===== src/rtl/mux_scan_pkg.sv =====
// Shared types for the 4-channel mux scanner: channel select, dwell counter and FSM states.
package mux_scan_pkg;
  localparam int NUM_CH = 4;

  typedef logic [1:0] sel_t;
  typedef logic [7:0] dwell_cnt_t;

  typedef enum logic [1:0] {
    IDLE     = 2'd0,
    DWELL_ST = 2'd1,
    HOLD     = 2'd2
  } scan_state_t;
endpackage


===== src/rtl/mux_scan_next_ch.sv =====
// Priority finder: lowest enabled channel (first_i=1) or lowest enabled channel strictly above cur_i.
module mux_scan_next_ch
  import mux_scan_pkg::*;
(
  input  logic [NUM_CH-1:0] mask_i,
  input  sel_t              cur_i,
  input  logic              first_i,
  output sel_t              next_o,
  output logic              found_o
);

  always_comb begin
    next_o  = '0;
    found_o = 1'b0;
    // Walk downwards so the lowest qualifying channel is the one left standing.
    for (int i = NUM_CH - 1; i >= 0; i--) begin
      if (mask_i[i] && (first_i || (i > int'(cur_i)))) begin
        next_o  = sel_t'(i);
        found_o = 1'b1;
      end
    end
  end

endmodule


===== src/rtl/mux4_scan_ctrl.sv =====
// Channel scanner driving mux selects S1/S0 and collecting Y into a 4-bit snapshot.
// Optional MUX_SCAN_CONTINUOUS_EN: restart a new scan directly on each snapshot handshake.
module mux4_scan_ctrl
  import mux_scan_pkg::*;
#(
  parameter int DWELL = 2
) (
  input  logic        clk,
  input  logic        rst,
  input  logic        start,
  input  logic [3:0]  chan_mask,
  input  logic        Y,
  output logic        S0,
  output logic        S1,
  output logic        busy,
  output logic [3:0]  snap_data,
  output logic        snap_valid,
  input  logic        snap_ready,
  output scan_state_t dbg_state_o
);

  localparam dwell_cnt_t CNT_LAST = dwell_cnt_t'(DWELL - 1);

  scan_state_t state_q, state_d;
  logic [3:0]  mask_q, mask_d;
  logic [3:0]  work_q, work_d;
  logic [3:0]  snap_data_q, snap_data_d;
  logic        snap_valid_q, snap_valid_d;
  logic        busy_q, busy_d;
  sel_t        ch_q, ch_d;
  dwell_cnt_t  cnt_q, cnt_d;

  sel_t        first_ch, nxt_ch;
  logic        first_found, nxt_found;
  logic [3:0]  work_merged;

  mux_scan_next_ch u_first (
    .mask_i  (chan_mask),
    .cur_i   (2'b00),
    .first_i (1'b1),
    .next_o  (first_ch),
    .found_o (first_found)
  );

  mux_scan_next_ch u_next (
    .mask_i  (mask_q),
    .cur_i   (ch_q),
    .first_i (1'b0),
    .next_o  (nxt_ch),
    .found_o (nxt_found)
  );

  always_comb begin
    work_merged       = work_q;
    work_merged[ch_q] = Y;
  end

  // Output handshake: a snapshot transfers on any rising edge where snap_valid && snap_ready;
  // snap_valid/snap_data are held stable until then and snap_ready alone has no effect.
  always_comb begin
    state_d      = state_q;
    mask_d       = mask_q;
    work_d       = work_q;
    snap_data_d  = snap_data_q;
    snap_valid_d = snap_valid_q;
    busy_d       = busy_q;
    ch_d         = ch_q;
    cnt_d        = cnt_q;
    case (state_q)
      IDLE: begin
        if (start && first_found) begin
          mask_d  = chan_mask;
          work_d  = '0;
          ch_d    = first_ch;
          cnt_d   = '0;
          busy_d  = 1'b1;
          state_d = DWELL_ST;
        end
      end
      DWELL_ST: begin
        if (cnt_q == CNT_LAST) begin
          cnt_d  = '0;
          work_d = work_merged;
          if (nxt_found) begin
            ch_d = nxt_ch;
          end else begin
            snap_data_d  = work_merged;
            snap_valid_d = 1'b1;
            state_d      = HOLD;
          end
        end else begin
          cnt_d = cnt_q + 8'd1;
        end
      end
      HOLD: begin
        if (snap_valid_q && snap_ready) begin
          snap_valid_d = 1'b0;
`ifdef MUX_SCAN_CONTINUOUS_EN
          if (first_found) begin
            mask_d  = chan_mask;
            work_d  = '0;
            ch_d    = first_ch;
            cnt_d   = '0;
            state_d = DWELL_ST;
          end else begin
            busy_d  = 1'b0;
            state_d = IDLE;
          end
`else
          busy_d  = 1'b0;
          state_d = IDLE;
`endif
        end
      end
      default: state_d = IDLE;
    endcase
  end

  always_ff @(posedge clk or posedge rst) begin
    if (rst) begin
      state_q      <= IDLE;
      mask_q       <= '0;
      work_q       <= '0;
      snap_data_q  <= '0;
      snap_valid_q <= 1'b0;
      busy_q       <= 1'b0;
      ch_q         <= '0;
      cnt_q        <= '0;
    end else begin
      state_q      <= state_d;
      mask_q       <= mask_d;
      work_q       <= work_d;
      snap_data_q  <= snap_data_d;
      snap_valid_q <= snap_valid_d;
      busy_q       <= busy_d;
      ch_q         <= ch_d;
      cnt_q        <= cnt_d;
    end
  end

  assign S1          = ch_q[1];
  assign S0          = ch_q[0];
  assign busy        = busy_q;
  assign snap_data   = snap_data_q;
  assign snap_valid  = snap_valid_q;
  assign dbg_state_o = state_q;

endmodule


===== config.mk =====
export PLATFORM = sky130hd
export DESIGN_NAME = mux4_scan_ctrl
export DESIGN_NICKNAME = d
export VERILOG_FILES = /design/src/rtl/mux_scan_pkg.sv /design/src/rtl/mux_scan_next_ch.sv /design/src/rtl/mux4_scan_ctrl.sv
export SDC_FILE = /design/constraint.sdc
export NUM_CORES = 1
export LEC_CHECK = 0
export CAP_MARGIN = 20
export CORE_MARGIN = 5
export CORE_UTILIZATION = 55
export CTS_BUF_LIST = sky130_fd_sc_hd__clkbuf_4
export DETAILED_ROUTE_END_ITERATION = 8
export PLACE_DENSITY = 0.87
export SLEW_MARGIN = 20
export SYNTH_ARGS = -nofsm -noshare
export SYNTH_HDL_FRONTEND = slang
export SYNTH_SLANG_ARGS = --single-unit

===== constraint.sdc =====
create_clock -name clk -period 2.33 [get_ports clk]
set_input_delay 0.466 -clock clk [delete_from_list [all_inputs] [get_ports clk]]
set_output_delay 0.466 -clock clk [all_outputs]
set_load 0.005 [all_outputs]

==> results of run 1 <==
stage by stage:
step           instance area, um^2  hold slack, ns  std cells
2_1_floorplan                 1350           0.465        138
3_3_place_gp                  1600           0.479        189
3_5_place_dp                  1600           0.490        189
4_1_cts                       1630           0.494        193
5_1_grt                       1630           0.508        193
6_report                      1630           0.483        193
worst reg2reg max path, cell delays in order (launching register included):
cell and delay, ns:
sky130_fd_sc_hd__dfrtp_1 0.49, sky130_fd_sc_hd__ha_1 0.19, sky130_fd_sc_hd__or3b_2 0.51, sky130_fd_sc_hd__nor4_4 0.15, sky130_fd_sc_hd__buf_4 0.26, sky130_fd_sc_hd__and2_1 0.29, sky130_fd_sc_hd__a21oi_1 0.11
layout make-up:
class | count | area, um^2
well taps | 30 | 37.5
fillers | 196 | 779
repair buffers | 27 | 248
clock buffers | 3 | 22.5
clock inverters | 1 | 7.51
flip-flops and latches | 25 | 626
multi-input cells | 102 | 671
inverters | 5 | 18.8
state kept, by name (all words and copies together) (netlist names):
signal       cells
busy             1
ch_q             2
cnt_q            8
dbg_state_o      2
mask_q           3
snap_data        4
snap_valid       1
work_q           4
worst max path at each step:
stage                             from  slack (ns)           end
after floorplan               cnt_q[1]        0.37     work_q[3]
after global placement    chan_mask[3]        0.09     work_q[1]
after detailed placement  chan_mask[3]       -0.07     work_q[0]
after CTS                     cnt_q[1]        0.24  snap_data[0]
after global routing          cnt_q[1]        0.08  snap_data[0]
final                         cnt_q[0]        0.23  snap_data[0]
cells by family (layout without fill, tap and decap cells):
| logic type | after synthesis | after routing | synth area share |
|---|---|---|---|
| AND/OR/NAND/NOR | 49 | 49 | 0.200 |
| AO/OA/AOI/OAI | 39 | 39 | 0.189 |
| flip-flops | 25 | 25 | 0.463 |
| buffers and inverters | 11 | 36 | 0.0399 |
| multiplexers | 10 | 10 | 0.0760 |
| adder cells (fa/ha/maj) | 2 | 2 | 0.0185 |
| XOR/XNOR | 2 | 2 | 0.0130 |
routing by layer:
metal,wire length (um),GRT usage,part of all wire
met3,97,0.0327,0.034
met1,1180,0.209,0.41
met5,0,0,0
met4,74,0.0918,0.026
met2,1520,0.309,0.53
power breakdown:
part           total [mW]  switching, mW  internal, mW
clock               0.193          0.128        0.0653
combinational       0.932          0.462         0.470
sequential          0.759          0.169         0.590
synth_stat cells (2+ instances only):
| master | number |
|---|---|
| sky130_fd_sc_hd__a21o_1 | 4 |
| sky130_fd_sc_hd__a21oi_1 | 12 |
| sky130_fd_sc_hd__a32o_1 | 4 |
| sky130_fd_sc_hd__and2_1 | 3 |
| sky130_fd_sc_hd__and3_1 | 2 |
| sky130_fd_sc_hd__clkbuf_1 | 2 |
| sky130_fd_sc_hd__dfrtp_1 | 25 |
| sky130_fd_sc_hd__ha_1 | 2 |
| sky130_fd_sc_hd__inv_1 | 5 |
| sky130_fd_sc_hd__mux2_2 | 2 |
| sky130_fd_sc_hd__mux2i_1 | 8 |
| sky130_fd_sc_hd__nand2_1 | 12 |
| sky130_fd_sc_hd__nand3_1 | 9 |
| sky130_fd_sc_hd__nand4_1 | 2 |
| sky130_fd_sc_hd__nor2_1 | 7 |
| sky130_fd_sc_hd__nor2b_1 | 5 |
| sky130_fd_sc_hd__o21ai_0 | 9 |
| sky130_fd_sc_hd__or3_1 | 3 |
==> impl_metrics.json, run 1 <==
{
  "status": "complete, no violations",
  "synth.area.top_cells": "sky130_fd_sc_hd__dfrtp_1 (46%), sky130_fd_sc_hd__mux2i_1 (5.9%), sky130_fd_sc_hd__a21oi_1 (4.4%), sky130_fd_sc_hd__nand3_1 (3.3%), sky130_fd_sc_hd__o21ai_0 (3.3%)",
  "dr.pass1.iters": 4,
  "layout_setup_ws_ns": 0.225,
  "crit_path_cell_chain": "ha_1 > or3b_2 > nor4_4 > buf_4 > and2_1 > a21oi_1",
  "timing.reg2reg.setup_slack_ns": 0.23,
  "maximum_capacitance_violations": 0,
  "drt-vias-per-instance": 5.88,
  "preCtsSetupSlack_ns": -0.0656,
  "async_flop_share": 1.00,
  "critical_path.max_fanout": 16,
  "critical_path_arrival_ns": 2.31,
  "area_delta_synth_final_pct": 20.8,
  "synth-seq-area-share": 0.463,
  "finalNetCount": 175,
  "synth-edff-count": 0,
  "top_level_ports": 19,
  "timing.fmax_mhz": 475,
  "ys_seq_elements": 25,
  "design.die.area_um2": 3550,
  "drt_wl_total_um": 2870,
  "setup_viol": 0,
  "irDropWorstVdd_mv": 0.628,
  "rows": 18,
  "dp_hpwl_um": 2190,
  "yosysTopAreaCellShare": 0.463,
  "regToRegStartpoint": "cnt_q[0]",
  "worst_hold_path_type": "primary input to async pin",
  "final.min_clock_period_ns": 2.10,
  "slew_headroom": 0.443,
  "grt_first_pass_wirelength_um": 4940,
  "mostFrequentLayoutCell": "sky130_fd_sc_hd__dfrtp_1",
  "clockBufferDepth": 2,
  "grt-ovfl-total": 0,
  "final_slew_viol_count": 0,
  "drt_iter0_drc": 55,
  "cts-hold-fix-buffers": 0,
  "setup.worst_path.start_class": "flop",
  "power_mw": 1.88,
  "worstMarginPinSlew_ns": 0.829,
  "synthesis_warning_total": 0,
  "final_antenna_net_count": 0,
  "core_area_um2": 2410,
  "synthesis.area_per_instance_um2": 9.78,
  "path_class": "flop to flop",
  "die_height_um": 59.5,
  "globalplace.congestion": 0.824,
  "yosys.area.top_type": "sky130_fd_sc_hd__dfrtp_1",
  "cpLargestDelayFamily": "simple AND/OR/NAND/NOR gates",
  "min_period_over_period": 0.903,
  "cts_buffers": 3,
  "cts-resized-gates": 0,
  "number_of_standard_cells_after_synthesis": 138,
  "path_buf_inv": 1,
  "synthFlopType": "sky130_fd_sc_hd__dfrtp_1",
  "first_global_vias": 1160,
  "grt_setup_unrepaired": "false",
  "die_width_um": 59.5,
  "cts.clk_slew.worst_paths_ns": 0.14,
  "final_cell_mix": "sky130_fd_sc_hd__dfrtp_1 (25), sky130_fd_sc_hd__clkdlybuf4s50_1 (18), sky130_fd_sc_hd__a21oi_1 (12), sky130_fd_sc_hd__nand2_1 (12)",
  "post_cts_buffers": 0,
  "drive_gt1_frac": 0.110,
  "tritoncts": "yes",
  "vias": 1134,
  "finalSetupTns_ns": 0,
  "synthesis.nets": 149,
  "leakage_nw": 0.697,
  "distinct_cell_type_count_after_synthesis": 40,
  "worstSkewPairLatency_ns": 0.31,
  "antenna_violations_before_repair": 0,
  "cellPowerDensity_nw_per_um2": 1160,
  "cts_htree_levels": 1,
  "clkSinkCount": 25,
  "io_buffers": 18,
  "grt_usage": 0.178,
  "worst_ep_required_time_ns": 2.53,
  "mappedNetlistArea_um2": 1350,
  "critical_path.max_stage_delay_ns": 0.51,
  "drt-wirelength-per-cell_um": 14.9,
  "clock_skew_after_layout_ns": 0.00986,
  "grt_max_degree": 26,
  "critical_path_top_delay_cell": "sky130_fd_sc_hd__or3b_2",
  "detail_route.drc_violations": 0,
  "end_kind": "flop",
  "worstRegToRegCells": 6,
  "antenna_cell_count": 0,
  "final_hold_viol_count": 0,
  "critical_path_cell_count": 6,
  "final_util": 0.677,
  "regToRegEndpoint": "snap_data[0]",
  "start_util": 0.560,
  "clock_root_buffer": "sky130_fd_sc_hd__clkbuf_4"
}
Power figures use the tool's default switching activity.
==> inputs of run 2 (changes only) <==
Settings changed: CTS_CLUSTER_SIZE from default to 24.
==> results of run 2 <==
Same layout as run 1: the final DEF is identical, and so are final timing and power.
==> inputs of run 3 (changes only) <==
Clock period 2.33 ns to 2.1 ns, I/O delays scaled along.
==> impl_metrics.json, run 3 (synthesis gave the netlist of run 1 again) <==
{
  "status": "complete, no violations",
  "clock_skew_after_layout_ns": 0.00957,
  "final_cell_mix": "sky130_fd_sc_hd__dfrtp_1 (25), sky130_fd_sc_hd__clkdlybuf4s50_1 (18), sky130_fd_sc_hd__a21oi_1 (12), sky130_fd_sc_hd__nand2_1 (12), sky130_fd_sc_hd__buf_4 (10)",
  "sequential_cell_fraction_of_total_power": 0.386,
  "clockBufferDepth": 2,
  "irDropWorstVdd_mv": 0.773,
  "cts_htree_levels": 1,
  "preCtsSetupSlack_ns": -0.0459,
  "cts.clk_slew.worst_paths_ns": 0.14,
  "globalplace.congestion": 0.866,
  "start_util": 0.560,
  "grt-ovfl-total": 0,
  "worst_ep_required_time_ns": 2.33,
  "power.internal_mw": 1.31,
  "power.clock.fraction": 0.099,
  "leakage_nw": 0.715,
  "critical_path.max_stage_delay_ns": 0.51,
  "critical_path_arrival_ns": 2.20,
  "final_design_area_no_fill_um2": 1660,
  "busiest_grt_layer": "met2",
  "mostFrequentLayoutCell": "sky130_fd_sc_hd__dfrtp_1",
  "layout_setup_ws_ns": 0.124,
  "timing.fmax_mhz": 506,
  "end_kind": "flop",
  "setup.worst_path.start_class": "flop",
  "io_buffers": 18,
  "postPlaceCellArea_um2": 1620,
  "slew_headroom": 0.684,
  "dpl.cell_count": 190,
  "grt_usage": 0.189,
  "nFillCells": 187,
  "power_mw": 2.17,
  "critical_path.max_fanout": 15,
  "finalSetupTns_ns": 0,
  "drive_gt1_frac": 0.121,
  "area_delta_synth_final_pct": 22.6,
  "drt-vias-per-instance": 5.96,
  "vias": 1163,
  "antenna_violations_before_repair": 0,
  "drt_iter0_drc": 71,
  "worstSkewPairLatency_ns": 0.32,
  "rows": 18,
  "first_global_vias": 1144,
  "setup_viol": 0,
  "comb_power_share": 0.515,
  "final_slew_viol_count": 0,
  "core_area_um2": 2410,
  "cpLargestDelayFamily": "simple AND/OR/NAND/NOR gates",
  "final_antenna_net_count": 0,
  "die_height_um": 59.5,
  "final.hold.worst_slack_ns": 0.442,
  "detail_route.drc_violations": 0,
  "maximum_capacitance_violations": 0,
  "finalNetCount": 177,
  "dp_hpwl_um": 2230,
  "final_util": 0.687,
  "design.die.area_um2": 3550,
  "final.min_clock_period_ns": 1.98,
  "dr.pass1.iters": 4,
  "groute.layer.met2.usage": 0.326,
  "worstMarginPinSlew_ns": 0.468,
  "antenna_cell_count": 0,
  "net-switching-power_mw": 0.861,
  "cts-resized-gates": 0,
  "grt_first_pass_wirelength_um": 5140,
  "finalNonFillerCells": 195,
  "clkSinkCount": 25,
  "min_period_over_period": 0.941,
  "critical_path_top_delay_cell": "sky130_fd_sc_hd__or3b_2",
  "clock_root_buffer": "sky130_fd_sc_hd__clkbuf_4",
  "drt_wl_total_um": 3020,
  "grt_max_degree": 26,
  "crit_path_cell_chain": "ha_1 > or3b_2 > nor4_4 > buf_12 > mux2i_1 > a32o_1",
  "tritoncts": "yes",
  "path_class": "flop to flop",
  "path_buf_inv": 1,
  "cts_buffers": 3,
  "worst_hold_path_type": "primary input to async pin",
  "swShare": 0.396,
  "die_width_um": 59.5,
  "grt_setup_unrepaired": "false",
  "largest_reg_flops": 8,
  "drt-wirelength-per-cell_um": 15.5,
  "regMostFlops": "cnt_q",
  "groute.layer.met3.usage": 0.0305,
  "cts-hold-fix-buffers": 0,
  "use_met1": 0.234,
  "final_hold_viol_count": 0,
  "cellPowerDensity_nw_per_um2": 1310,
  "top_level_ports": 19
}
-- run 3: changes by cell type in the layout (fill, tap and decap cells not counted) --
cell,change
sky130_fd_sc_hd__buf_12,+1
sky130_fd_sc_hd__buf_4,+1
sky130_fd_sc_hd__clkinv_2,+1
sky130_fd_sc_hd__clkinvlp_4,-1
-- run 3: worst reg2reg max path, stage by stage (launching register included) --
cell and delay (ns):
sky130_fd_sc_hd__dfrtp_1 0.48, sky130_fd_sc_hd__ha_1 0.18, sky130_fd_sc_hd__or3b_2 0.51, sky130_fd_sc_hd__nor4_4 0.24, sky130_fd_sc_hd__buf_12 0.19, sky130_fd_sc_hd__mux2i_1 0.08, sky130_fd_sc_hd__a32o_1 0.21
-- run 3: layer usage --
metal,routed length (um),share of wire
met4,47,0.016
met1,1260,0.42
met5,0,0
met2,1580,0.52
met3,134,0.044
-- run 3: worst paths after layout --
check	endpoint	slack, ns	cells after the start	from
worst max-delay path	work_q[0]	0.12	6	cnt_q[0]
worst min-delay path	snap_data[1]	0.44	3	rst
worst max register to register	work_q[0]	0.12	6	cnt_q[0]
worst min register to register	work_q[0]	0.51	1	work_q[0]
max in group asynchronous	mask_q[1]	1.41	3	rst
min in group clk	work_q[0]	0.51	1	work_q[0]
-- run 3: area by class of cell --
| class | count | area (um^2) | area share |
|---|---|---|---|
| Clock buffer | 3 | 22.5 | 0.0136 |
| Clock inverter | 1 | 5.00 | 0.00302 |
| Inverter | 5 | 18.8 | 0.0113 |
| Multi-Input combinational cell | 102 | 671 | 0.405 |
| Sequential cell | 25 | 626 | 0.378 |
| Tap cell | 30 | 37.5 | 0.0227 |
| Timing Repair Buffer | 29 | 275 | 0.166 |
-- run 3: what timing repair did --
action	in CTS	in global routing
buffers inserted	0	1
endpoints found under the hold margin	0	0
setup endpoints to repair	0	1
-- run 3: power by group through the flow --
stage                     sequential (mW)  clock (mW)  combinational (mW)
after floorplan                     0.807           0               0.692
after global placement              0.832           0                1.07
after detailed placement            0.849           0                1.10
final                               0.838       0.216                1.12
after global routing                0.865       0.247                1.23
after CTS                           0.837       0.223                1.11
